### src/rtl/key_control_fsm_if.sv
// Key/control bundle between the stopwatch keypad front end and its consumer.
// The slave side is the key_control_fsm block: it receives the raw keys and
// drives the counter-control outputs.
interface key_control_fsm_if;
  logic       key_start;
  logic       key_pause;
  logic       key_load;
  logic       EN;
  logic       clr;
  logic       load;
  logic [1:0] state;

  modport master (
    output key_start, key_pause, key_load,
    input  EN, clr, load, state
  );

  modport slave (
    input  key_start, key_pause, key_load,
    output EN, clr, load, state
  );
endinterface

### src/rtl/key_control_fsm.sv
// Stopwatch key front end: synchronise and debounce three active-low keys,
// turn each press into a one-cycle event, and sequence the counter controls.
//
//   state   | meaning
//   --------+-------------------------------------------
//   IDLE    | count held, waiting for start or load
//   RUN     | counting, EN high
//   PAUSE   | count frozen, pause resumes, start stops
//   STOPPED | count frozen, start clears, load presets
module key_control_fsm #(
  parameter int DB_CYCLES = 1_000_000,
  parameter int DB_W      = 20
) (
  input  logic             clk_50Mhz,
  input  logic             rst,
  key_control_fsm_if.slave bus
);

  localparam logic [1:0] IDLE    = 2'd0;
  localparam logic [1:0] RUN     = 2'd1;
  localparam logic [1:0] PAUSE   = 2'd2;
  localparam logic [1:0] STOPPED = 2'd3;

  localparam logic [DB_W-1:0] DB_LAST = DB_W'(DB_CYCLES - 1);

  // Key index: 0 = start, 1 = pause, 2 = load.
  logic [2:0]      w_keys;
  logic [2:0]      r_s1;
  logic [2:0]      r_s2;
  logic [2:0]      r_stable;
  logic [2:0]      r_stable_d;
  logic [2:0]      r_press;
  logic [2:0]      r_armed;
  logic [DB_W-1:0] r_cnt [3];
  logic [1:0]      r_flush;
  logic            w_flush_done;

  logic [1:0]      r_state;
  logic            r_en;
  logic            r_clr;
  logic            r_load;
  logic [1:0]      w_next;
  logic            w_clr;
  logic            w_load;

  assign w_keys       = {bus.key_load, bus.key_pause, bus.key_start};
  assign w_flush_done = (r_flush == 2'd2);

  // Count the edges needed for the synchroniser to carry real key levels.
  always_ff @(posedge clk_50Mhz or negedge rst) begin
    if (!rst) begin
      r_flush <= 2'd0;
    end else if (!w_flush_done) begin
      r_flush <= r_flush + 2'd1;
    end
  end

  // Synchronise, debounce and edge-detect every key. A key only becomes
  // armed once it has been seen released after reset, so a key held through
  // reset release cannot produce a press.
  always_ff @(posedge clk_50Mhz or negedge rst) begin
    if (!rst) begin
      r_s1       <= '1;
      r_s2       <= '1;
      r_stable   <= '1;
      r_stable_d <= '1;
      r_press    <= '0;
      r_armed    <= '0;
      for (int i = 0; i < 3; i++) r_cnt[i] <= '0;
    end else begin
      r_s1       <= w_keys;
      r_s2       <= r_s1;
      r_stable_d <= r_stable;
      r_press    <= r_armed & r_stable_d & ~r_stable;
      for (int i = 0; i < 3; i++) begin
        if (w_flush_done && r_s2[i]) r_armed[i] <= 1'b1;
        if (r_s2[i] == r_stable[i]) begin
          r_cnt[i] <= '0;
        end else if (r_cnt[i] == DB_LAST) begin
          r_stable[i] <= r_s2[i];
          r_cnt[i]    <= '0;
        end else begin
          r_cnt[i] <= r_cnt[i] + DB_W'(1);
        end
      end
    end
  end

  // Next-state decode: only the highest-priority event of a cycle is used.
  always_comb begin
    w_next = r_state;
    w_clr  = 1'b0;
    w_load = 1'b0;
    if (r_press[0]) begin
      case (r_state)
        IDLE:    w_next = RUN;
        RUN:     w_next = STOPPED;
        PAUSE:   w_next = STOPPED;
        default: begin
          w_next = IDLE;
          w_clr  = 1'b1;
        end
      endcase
    end else if (r_press[1]) begin
      if (r_state == RUN)        w_next = PAUSE;
      else if (r_state == PAUSE) w_next = RUN;
    end else if (r_press[2]) begin
      if (r_state == IDLE || r_state == STOPPED) begin
        w_next = IDLE;
        w_load = 1'b1;
      end
    end
  end

  // Register state and all counter-control outputs together.
  always_ff @(posedge clk_50Mhz or negedge rst) begin
    if (!rst) begin
      r_state <= IDLE;
      r_en    <= 1'b0;
      r_clr   <= 1'b0;
      r_load  <= 1'b0;
    end else begin
      r_state <= w_next;
      r_en    <= (w_next == RUN);
      r_clr   <= w_clr;
      r_load  <= w_load;
    end
  end

  assign bus.state = r_state;
  assign bus.EN    = r_en;
  assign bus.clr   = r_clr;
  assign bus.load  = r_load;

endmodule
### src/flat_wrapper.sv
// flat-port wrapper written by rule: the top's interface ports become plain ports
module key_control_fsm_flat 
#(
  parameter int DB_CYCLES = 1_000_000,
  parameter int DB_W      = 20
)
  (clk_50Mhz, rst, bus_key_start, bus_key_pause, bus_key_load, bus_EN, bus_clr, bus_load, bus_state);
  key_control_fsm_if bus_i ();
  input  logic clk_50Mhz;
  input  logic rst;
  input wire logic [$bits(bus_i.key_start)-1:0] bus_key_start;
  input wire logic [$bits(bus_i.key_pause)-1:0] bus_key_pause;
  input wire logic [$bits(bus_i.key_load)-1:0] bus_key_load;
  output wire logic [$bits(bus_i.EN)-1:0] bus_EN;
  output wire logic [$bits(bus_i.clr)-1:0] bus_clr;
  output wire logic [$bits(bus_i.load)-1:0] bus_load;
  output wire logic [$bits(bus_i.state)-1:0] bus_state;
  assign bus_i.key_start = bus_key_start;
  assign bus_i.key_pause = bus_key_pause;
  assign bus_i.key_load = bus_key_load;
  assign bus_EN = bus_i.EN;
  assign bus_clr = bus_i.clr;
  assign bus_load = bus_i.load;
  assign bus_state = bus_i.state;
  key_control_fsm #(.DB_CYCLES(DB_CYCLES), .DB_W(DB_W)) u_core (.clk_50Mhz(clk_50Mhz), .rst(rst), .bus(bus_i));
endmodule
### config.mk
export PLATFORM = sky130hd
export DESIGN_NAME = key_control_fsm_flat
export DESIGN_NICKNAME = d
export VERILOG_FILES = /design/src/rtl/key_control_fsm_if.sv /design/src/rtl/key_control_fsm.sv /design/src/flat_wrapper.sv
export SDC_FILE = /design/constraint.sdc
export NUM_CORES = 1
export LEC_CHECK = 0
export CORE_MARGIN = 3
export CORE_UTILIZATION = 25
export CTS_BUF_LIST = sky130_fd_sc_hd__clkbuf_8
export DETAILED_ROUTE_END_ITERATION = 16
export PLACE_DENSITY = 0.49
export SLEW_MARGIN = 20
export SYNTH_ARGS = -nofsm -noshare
export SYNTH_HDL_FRONTEND = slang
export SYNTH_SLANG_ARGS = --single-unit
### constraint.sdc
create_clock -name clk_50Mhz -period 5.8 [get_ports clk_50Mhz]
set_input_delay 0.58 -clock clk_50Mhz [delete_from_list [all_inputs] [get_ports clk_50Mhz]]
set_output_delay 0.58 -clock clk_50Mhz [all_outputs]
set_load 0.01 [all_outputs]
---- Word level (Yosys, flattened, before mapping) ----
Index checks and enable logic that the tools add are counted.
cells by class
  $add $sub $neg .......................... 4
  reductions and logical operators ........ 10
  bitwise logic cells ..................... 6
  equality and inequality tests ........... 11
  muxes and demuxes ....................... 19
operators with widths
  cell                                                                    count
  20-bit 2-to-1 mux                                                       6
  20-bit by 1-bit adder with 20-bit output (second input constant)        3
  20-bit equality test (second input constant)                            3
  2-bit 2-to-1 mux                                                        6
  3-bit bitwise AND                                                       2
  2-bit equality test (second input constant)                             3
  1-bit 2-to-1 mux                                                        6
  2-bit AND reduction                                                     3
  2-bit by 1-bit equality test with 1-bit output (second input constant)  2
  2-bit one-hot mux with 2 select lines                                   1
  1-bit equality test                                                     3
  1-bit logical AND                                                       3
  1-bit inverter                                                          3
  3-bit inverter                                                          1
  3-bit OR reduction                                                      1
  2-bit by 1-bit adder with 2-bit output (second input constant)          1
  2-bit logical NOT                                                       1
  2-bit OR reduction                                                      1
  1-bit logical OR                                                        1
word-level totals
  output and inout port bits .............. 5
  flip-flop bits (word level) ............. 85

---- Logic depth before layout (Yosys ltp) ----
  word-level depth ........................ 7
  mapped depth ............................ 6
  mapped depth without buffers ............ 6

---- Worst setup path before layout ----
No wires, ideal clock.
  path type ............................... register to register
  start ................................... reg u_core.r_cnt[48] (netlist name)
  end ..................................... reg u_core.r_stable[0]
  arrival ................................. 1999 ps
  slack ................................... 3716 ps
  path buffers ............................ 1
  clock period less this slack ............ 2084 ps
  stages on the path, launching flop included .. 6
  path through ............................ dfrtp_1 -> buf_6 -> or4b_1 -> or4_4 -> nor2_1 -> mux2_1
on the way
  longest elaborated chain between the ends .. 2
ends and longest elaborated chain
  item                              RTL line               source
  start: declaration                key_control_fsm.sv:34  logic [DB_W-1:0] r_cnt [3];
  start signal: indexed assignment  key_control_fsm.sv:83  r_cnt[i] <= r_cnt[i] + DB_W'(1);
  20-bit equality test              key_control_fsm.sv:79  end else if (r_cnt[i] == DB_LAST) begin
  2-bit AND reduction (no line)     --
  end signal: indexed assignment    key_control_fsm.sv:80  r_stable[i] <= r_s2[i];
  end: declaration                  key_control_fsm.sv:30  logic [2:0] r_stable;
No other way between the ends.
A chain may end at the register's enable or synchronous reset.

---- Final worst setup path ----
  start ................................... reg u_core.r_cnt[48] (netlist name)
  end ..................................... reg u_core.r_cnt[53] (netlist name)
on the way
  longest elaborated chain between the ends .. 3
  elaborated cells between the ends (all ways) .. 4
  those cells by class .................... add/sub: 1; eq/ne: 1; mux: 2
ends and longest elaborated chain
  item                                                                              RTL line                                      source
  20-bit by 1-bit adder with 20-bit output or 20-bit equality test (tied branches)  key_control_fsm.sv:83, key_control_fsm.sv:79
  20-bit 2-to-1 mux *                                                               key_control_fsm.sv:79
  20-bit 2-to-1 mux *                                                               key_control_fsm.sv:77                         if (r_s2[i] == r_stable[i]) begin
Mark *: on every way between the ends. The rest lies on a longest branch, timed or not.

==> run metrics <==
PostCTS Resize Cnt=0; synth warn=0; Post-synth EDFFs=0; critical path launch point=u_core.r_cnt[48]; Antenna Cells=0; DRT Wirelength=around 7200 um; top_reg_cell synth=dfrtp_1; # rows=45; overflow left after global routing=0; cell count of the worst reg-to-reg path=4; GP Congestion=~0.76; TritonCTS clock tree=done; placed cell area=between 4000 and 5000 sq um; fin nets=between 400 and 500; Tightest Pin Transition=around 0.74 ns; clock latency on the worst-skew pair=approximately 0.36 ns; Commonest cells post-synth=73 x dfrtp_1, 64 x nor2_1, 35 x xnor2_1, 21 x nand2_1, 20 x nand4_1; final setup fails=0; Mapped Avg Cell Area=10.5 sq um; Post-CTS Setup Repair Bufs=0; max_cap viols=0; non-filler cells, final=607; post-synthesis adder-cell area fraction=0.0286; Initial Util=0.257; max-slew violations=0; largest family of logic cells by synthesized area=simple AND/OR/NAND/NOR gates; CP arrival=~2.4 ns; fmax=~0.45 GHz; DIE HEIGHT=about 130 um; All-Layer GR Usage=0.0874; DRT iter0 DRCs=189; Slew Limit Headroom=0.504; post-synthesis sequential area ratio=0.545; total nets after synthesis=between 300 and 400; xor and xnor area share after synthesis=0.109; largest net degree at the start of global routing=54; Synth top area share=0.465; I/O pin count=10; RSZ-0062 raised after global routing=no; Leak Pwr=0.00171 uW; CTS buffer count=9; setup tns final=0 ns; Die Width=131 um; worst setup path endpoint=u_core.r_cnt[53]; compound-gate portion of the synthesized area=0.0449; Pwr Density=roughly 250 nW/um^2; synth-to-layout area growth=14.2%; power consumption=1110 uW; 1st-pass router iterations=4; area of the die=17300 sq um; final hold slack=0.145 ns; clock root buffer=clkbuf_8; startpoint type of the worst setup path=flop; reg2reg end=u_core.r_cnt[53]; area share of and/or/nand/nor cells after synthesis=0.227; clock slew at reported path FFs=~0.09 ns; flop-to-flop setup slack=3.59 ns; core area=15300 sq um; ys async rst share=1.00; Post-Syn Instances=about 370; post-route cell area=between 4000 and 5000 sq um; port bufs=9; CP max FO=18; FF+latch count, synth=between 80 and 90; vias in the first global route=2652; Post-Route Skew=~0.0087 ns; DRT antenna net count=0; Worst EP required=approximately 6.0 ns; FF+latch area=between 2000 and 2500 sq um; H-tree depth=3; mux cell area share after synthesis=0.0213; CTS sink cnt=between 80 and 90; Worst Hold Class=in -> async; # placed instances=591; DR vias=2726; # hold bufs at CTS=0; Cell Area, Synth=roughly 4000 sq um; WL per Instance=around 12 um; layout cells sized above 1=0.106; DRC Markers=0; # fillers=1629; reg-to-reg startpoint=u_core.r_cnt[48]; status=finished, final reports clean; initial antenna violation count=0; Area contributors post-synth=dfrtp_1 46%, dfstp_2 8.0%, xnor2_1 7.8%; final hold vios=0; via/cell ratio=4.49; CP Capture Type=flop; synth unique cells=40; first-pass GRT wire length=approximately 13000 um; Crit Path Class=reg -> reg; CTS Buffer Depth=2; fin crit share=0.381; area of the multi-input gates=1700 sq um; count leader, synth=dfrtp_1; largest area contributor in the netlist=dfrtp_1; Peak VDD IR=0.0000876 V; post-DP HPWL=just under 5000 um; Final Critical Period=between 2 and 2.5 ns
==> worst max-delay path, cell delays in order (launching register included) <==
cell	delay, ns
dfrtp_1	0.46
or4b_1	0.53
or4_4	0.51
o21ai_4	0.46
nor2_1	0.11
==> where the power goes <==
part           switching [uW]  leakage [uW]  total [uW]  internal (uW)
clock network             223      0.000106         468            245
logic                    23.3      0.000491        32.5           9.20
registers                7.22       0.00112         608            601
==> layout make-up <==
class,count,share of cell area
multi-input cells,268,0.379
well taps,211,0.0588
flip-flops and latches,85,0.477
clock buffers,9,0.0276
repair buffers,11,0.0228
inverters,16,0.0134
clock inverters,7,0.0217
==> worst min path at each step <==
| stage | from | endpoint | slack, ns |
|---|---|---|---|
| finish | rst | u_core.r_cnt[36] | 0.14 |
| global route | rst | u_core.r_cnt[36] | 0.17 |
| CTS | rst | u_core.r_cnt[36] | 0.15 |
| detailed placement | u_core.r_s1[2] | u_core.r_s2[2] | 0.35 |
| global placement | u_core.r_s1[2] | u_core.r_s2[2] | 0.35 |
| floorplan | rst | u_core.bus.EN | 0.28 |
==> through the flow <==
| step | utilization | setup WS [ns] |
|---|---|---|
| after floorplan | - | 3.72 |
| after global placement | 0.279 | 3.64 |
| after detailed placement | 0.279 | 3.60 |
| after CTS | 0.293 | 3.58 |
| after global routing | 0.293 | 3.47 |
| final | 0.293 | 3.59 |
==> flip-flops by register name, summed over array words and instances, names as in the netlist <==
signal and cells:
u_core.bus.EN 1, u_core.r_stable 3, u_core.r_armed 3, u_core.bus.clr 1
u_core.r_cnt 60, u_core.r_s2 3, u_core.r_stable_d 3, u_core.r_s1 3
u_core.bus.state 2, u_core.r_flush 2, u_core.r_press 3, u_core.bus.load 1
==> placed cells by master (no fill, tap or decap), types with 4 or more instances in the layout <==
cell,Yosys,routed
mux2i_1,5,5
and3_1,4,4
dfstp_2,12,12
clkbuf_8,0,9
nor4_1,16,16
inv_1,16,16
nand2_1,21,21
xor2_1,14,14
clkdlybuf4s50_1,0,8
o21ai_0,6,6
ha_1,9,9
a21oi_1,7,7
dfrtp_1,73,73
nand3_1,15,15
nor3_1,14,14
xnor2_1,35,35
nor2_1,64,64
nand4_1,20,20
==> routing by layer <==
layer / part of all wire / track usage
met1: 0.52 / 0.119
met2: 0.44 / 0.133
met3: 0.024 / 0.0188
met4: 0.021 / 0.0403
met5: 0 / 0
==> logic make-up after synthesis <==
group                    Yosys count
AO/OA/AOI/OAI                     26
XOR/XNOR                          49
AND/OR/NAND/NOR                  176
buffers and inverters             21
adder cells (fa/ha/maj)            9
multiplexers                       8
flip-flops                        85
Note: power is estimated with default switching activity, not from simulation.
